==> src/rtl/sr_bank_pkg.sv <==
// Shared types and helpers for the sr_latch_bank slice.
// Holds the S=R=1 mode enum, the filter limit and the resolution function.
package sr_bank_pkg;

    typedef enum logic [1:0] {
        SR_HOLD,
        SR_SET_DOM,
        SR_RST_DOM,
        SR_TOGGLE
    } sr_mode_e;

    localparam int FILT_MAX = 15;

    function automatic logic sr_next(
        input sr_mode_e mode,
        input logic     q,
        input logic     s,
        input logic     r
    );
        logic nx;
        nx = q;
        case ({s, r})
            2'b10: nx = 1'b1;
            2'b01: nx = 1'b0;
            2'b11: begin
                case (mode)
                    SR_SET_DOM: nx = 1'b1;
                    SR_RST_DOM: nx = 1'b0;
                    SR_TOGGLE:  nx = ~q;
                    default:    nx = q;
                endcase
            end
            default: nx = q;
        endcase
        return nx;
    endfunction

endpackage

==> src/rtl/sr_cell.sv <==
// One gated set/reset channel with an optional input stability filter.
// Emits its stored bit and a flag for a qualified S=R=1 pair.
module sr_cell
    import sr_bank_pkg::*;
#(
    parameter sr_mode_e MODE = SR_HOLD,
    parameter int       FILT = 0,
    parameter logic     INIT = 1'b0
) (
    input  logic clk,
    input  logic rst_n,
    input  logic en,
    input  logic s,
    input  logic r,
    output logic q,
    output logic coll
);

    logic [1:0] qual;

    generate
        if (FILT > 0) begin : g_filt
            localparam int FC = (FILT > FILT_MAX) ? FILT_MAX : FILT;
            localparam logic [3:0] FL = 4'(FC);

            logic [1:0] cand;
            logic [3:0] cnt;
            logic [3:0] cnt_nx;

            // Count including the current sample, so F+1 samples act on edge k+F.
            always_comb begin
                cnt_nx = 4'd0;
                if ({s, r} == cand) begin
                    cnt_nx = (cnt == FL) ? FL : cnt + 4'd1;
                end
            end

            assign qual = (cnt_nx == FL) ? {s, r} : 2'b00;

            // Candidate pair and stability count; runs regardless of en.
            always_ff @(posedge clk or negedge rst_n) begin
                if (!rst_n) begin
                    cand <= 2'b00;
                    cnt  <= 4'd0;
                end else begin
                    cand <= {s, r};
                    cnt  <= cnt_nx;
                end
            end
        end else begin : g_raw
            assign qual = {s, r};
        end
    endgenerate

    // Stored bit: resolved from the qualified pair when enabled.
    always_ff @(posedge clk or negedge rst_n) begin
        if (!rst_n) begin
            q <= INIT;
        end else if (en) begin
            q <= sr_next(MODE, q, qual[1], qual[0]);
        end
    end

    assign coll = &qual;

endmodule

==> src/rtl/sr_latch_bank.sv <==
// Bank of N clocked set/reset cells with collision flag and counter.
// Define SR_LATCH_BANK_COLL_CNT_EN to build the saturating collision counter.
module sr_latch_bank
    import sr_bank_pkg::*;
#(
    parameter int             N     = 8,
    parameter sr_mode_e       MODE  = SR_HOLD,
    parameter int             FILT  = 0,
    parameter logic [N-1:0]   INIT  = '0,
    parameter int             CNT_W = 8
) (
    input  logic             clk,
    input  logic             rst_n,
    input  logic             en,
    input  logic [N-1:0]     s,
    input  logic [N-1:0]     r,
    input  logic             clr_coll,
    output logic [N-1:0]     q,
    output logic [N-1:0]     qbar,
    output logic             coll,
    output logic [CNT_W-1:0] coll_cnt
);

    logic [N-1:0] cell_coll;
    logic         coll_now;

    for (genvar i = 0; i < N; i++) begin : g_cell
        sr_cell #(
            .MODE (MODE),
            .FILT (FILT),
            .INIT (INIT[i])
        ) u_cell (
            .clk   (clk),
            .rst_n (rst_n),
            .en    (en),
            .s     (s[i]),
            .r     (r[i]),
            .q     (q[i]),
            .coll  (cell_coll[i])
        );
    end

    assign qbar     = ~q;
    assign coll_now = en & (|cell_coll);

    // Sticky collision flag; a clear still records a same-cycle collision.
    always_ff @(posedge clk or negedge rst_n) begin
        if (!rst_n) begin
            coll <= 1'b0;
        end else if (clr_coll) begin
            coll <= coll_now;
        end else if (coll_now) begin
            coll <= 1'b1;
        end
    end

`ifdef SR_LATCH_BANK_COLL_CNT_EN
    localparam logic [CNT_W-1:0] CMAX = '1;
    localparam logic [CNT_W-1:0] ONE  = CNT_W'(1);

    // Saturating count of collision cycles, restarted by clr_coll.
    always_ff @(posedge clk or negedge rst_n) begin
        if (!rst_n) begin
            coll_cnt <= '0;
        end else if (clr_coll) begin
            coll_cnt <= coll_now ? ONE : '0;
        end else if (coll_now && coll_cnt != CMAX) begin
            coll_cnt <= coll_cnt + ONE;
        end
    end
`else
    assign coll_cnt = '0;
`endif

endmodule

==> config.mk <==
export PLATFORM = sky130hd
export DESIGN_NAME = sr_latch_bank
export DESIGN_NICKNAME = d
export VERILOG_FILES = /design/src/rtl/sr_bank_pkg.sv /design/src/rtl/sr_cell.sv /design/src/rtl/sr_latch_bank.sv
export SDC_FILE = /design/constraint.sdc
export NUM_CORES = 1
export LEC_CHECK = 0
export BUFFER_PORTS_ARGS = -buffer_cell sky130_fd_sc_hd__buf_2
export CAP_MARGIN = 20
export CORE_ASPECT_RATIO = 1.5
export CORE_MARGIN = 3
export CORE_UTILIZATION = 35
export DETAILED_ROUTE_END_ITERATION = 7
export GPL_ROUTABILITY_DRIVEN = 0
export GPL_TIMING_DRIVEN = 0
export PLACE_DENSITY = 0.8
export SETUP_SLACK_MARGIN = 0.5
export SLEW_MARGIN = 20
export SYNTH_ARGS = -nofsm -noshare
export SYNTH_HDL_FRONTEND = slang
export SYNTH_SLANG_ARGS = --single-unit
==> constraint.sdc <==
create_clock -name clk -period 0.8 [get_ports clk]
set_input_delay 0.24 -clock clk [delete_from_list [all_inputs] [get_ports clk]]
set_output_delay 0.24 -clock clk [all_outputs]
set_load 0.005 [all_outputs]
==> run summary <==
GR Overflow Total - 0
Die area - 2750 sq um
Pin count of the biggest net entering global routing - 10
Crit-path cells - buf_6, buf_6
Routed WL - 1.98 mm
Post-synthesis cell area - 752 sq um
Setup TNS - -5.28 ns
R2r endpoint - g_cell[1].u_cell.q
Fmax - 883 MHz
Max Cap Viol - 0
Clk root buf - clkbuf_4
Dominant synthesized flop cell - dfrtp_1
Synth top cells by count - inv_1 (18), buf_4 (16), ha_1 (16), dfrtp_1 (9), o21ai_0 (8)
Critical path class - register to output pin
Num CTS Buffers - 3
CP startpoint - g_cell[1].u_cell.q
Port bufs - 36
Failing checks - hold timing, setup timing
Worst setup margin - -0.333 ns
Num rows - 19
Max incr delay on CP - 0.41 ns
Post-Syn Area per Cell - 8.95 sq um
Number of enable flip-flop cells after synthesis - 0
Worst Setup End Kind - output pin
Area grow syn2layout - 103%
Post-route clock period utilization - 142%
Final slew viol count - 0
GR Util All Layers - 15.4%
Starting Density - 39.1%
Power Density - 1330 nW/um^2
Total core area - 1930 sq um
Critical Path RT - 0.56 ns
Dpl cells - 148
HPWL Detailed - 1.43 mm
DIE WIDTH - 43.8 um
Worst skew pair latency - 0.26 ns
Cells after Synth - 84
RSZ-0062 raised after global routing - true
Worst VDD drop - 0.723 mV
Final instance area - 1520 sq um
Most frequent cell after synthesis - inv_1
Layout Cells excl Fill - 160
Tmin final - 1.13 ns
Hold slack - -0.187 ns
CP max stage cell - dfrtp_1
DR vias/cell - 4.62
CTS tree - yes
Hold/Removal Path Class - input pin to asynchronous set/reset pin
Clock Tree Buf Depth - 2
Final hold viol count - 9
DP Area - 1220 sq um
Share of cells above drive strength 1 - 70.5%
Die span in y - 62.8 um
Yosys top cell area share - 30.0%
Critical Path Most Common Cell - buf_6
Antenna violations before repair - 0
CP Launch Type - register
Drt initial violations - 16
DR WL/cell - 12.4 um
First-pass GRT wire length - 3.20 mm
Post-synthesis cell type count - 11
Status - finished with violations
Ys async rst share - 100%
Post-DRT Antenna Nets - 0
Overall Power - 0.00203 W
Largest area contributor in the netlist - dfrtp_1
Vias - 739
Max FO, Critical Path - 3
Diodes inserted - 0
Final #Nets - 176
Reg-to-reg startpoint - g_cell[1].u_cell.q
Drt pass-1 iters - 6
Dominant cells by area after synthesis - dfrtp_1 (30%), ha_1 (27%), buf_4 (16%), inv_1 (9.0%), o21ai_0 (5.3%)
FF-to-FF setup slack - -0.08 ns
Clk sink count - 9
Final Skew - 0 ns
Register area share after synthesis - 30.0%
Clock transition at the registers of the reported paths - 0.06 ns
Vias in the first global route - 749
Io pins - 45
Reg2Reg Depth - 4
Final Setup Violations - 20
DRC violations left - 0
H-tree levels - 1
CP arrival - 0.89 ns
Cell leakage power - 0.754 nW
Synthesis-stage register bit count - 9
Synthesis Warnings - 0
==> kinds of logic (layout without fill, tap and decap cells) <==
family / after synthesis / in the layout / share of synthesized area, %
AOI/OAI and AO/OA: 14 / 14 / 10.6
adders and majority gates: 16 / 16 / 26.6
buffers and inverters: 34 / 82 / 25.0
DFF: 9 / 9 / 30.0
other: 1 / 8 / 0.499
and+or+nand+nor: 10 / 10 / 7.32
==> power by group <==
group          internal (W)  switching (W)  leakage [nW]
clock network      0.000193       0.000163        0.0150
registers          0.000536      0.0000729         0.105
logic              0.000685       0.000383         0.634
total               0.00141       0.000619         0.754
==> state kept, by name, indices dropped and copies added, names as in the netlist <==
name / flops
coll: 1
g_cell.u_cell.q: 8
==> critical path: cells and delay by family, from the launching register on <==
family,cells,cell delay (ns)
buf+inv,2,0.23
flops,1,0.41
==> layout by cell type, fill, tap and decap left out <==
cell type,instances
buf_8,4
inv_1,9
nand2b_4,4
o21ai_1,7
dfrtp_1,9
buf_2,14
nand2_2,1
ha_4,14
o21ai_2,3
inv_6,7
or4_4,2
o31ai_1,3
o31ai_2,1
buf_4,17
buf_6,25
conb_1,8
nand2_1,3
ha_1,1
clkinv_4,1
clkbuf_4,3
ha_2,1
inv_2,1
clkbuf_1,1
==> final cells by class <==
cell class | count | area, sq um
clock buffers | 4 | 26.3
plain buffers | 16 | 150
flip-flops and latches | 9 | 225
fillers | 118 | 402
inverters | 18 | 108
repair buffers | 44 | 389
multi-input cells | 48 | 599
well taps | 21 | 26.3
==> through the flow <==
| stage | util [%] | setup slack, ns |
|---|---|---|
| final | 79.1 | -0.333 |
| after global routing | 79.1 | -0.376 |
| after CTS | 77.5 | -0.336 |
| after detailed placement | 63.6 | -0.617 |
| after global placement | 63.6 | -0.603 |
| after floorplan | - | -0.376 |
==> routing by layer <==
metal / up-vias / part of all wire, % / global-route usage, %
met5: - / 0 / 0
met4: 0 / 5.5 / 9.06
met3: 13 / 7.2 / 1.15
met2: 42 / 55 / 29.2
met1: 333 / 32 / 14.9
li1: 351 / - / -
==> what timing repair did <==
| item | CTS | global route |
|---|---|---|
| setup endpoints to repair | 26 | 26 |
| pin swaps | 6 | 1 |
| endpoints found under the hold margin | 9 | 9 |
| resized for setup | 47 | 7 |
| buffers inserted | 7 | 1 |
==> worst max-delay path by stage <==
stage | to | slack (ns) | depth (start not counted)
floorplan | coll | -0.38 | 4
global placement | coll | -0.60 | 5
detailed placement | coll | -0.62 | 5
CTS | q[1] | -0.34 | 2
global route | q[1] | -0.38 | 2
finish | q[1] | -0.33 | 2
No activity file was read; power rests on OpenSTA's default activity.
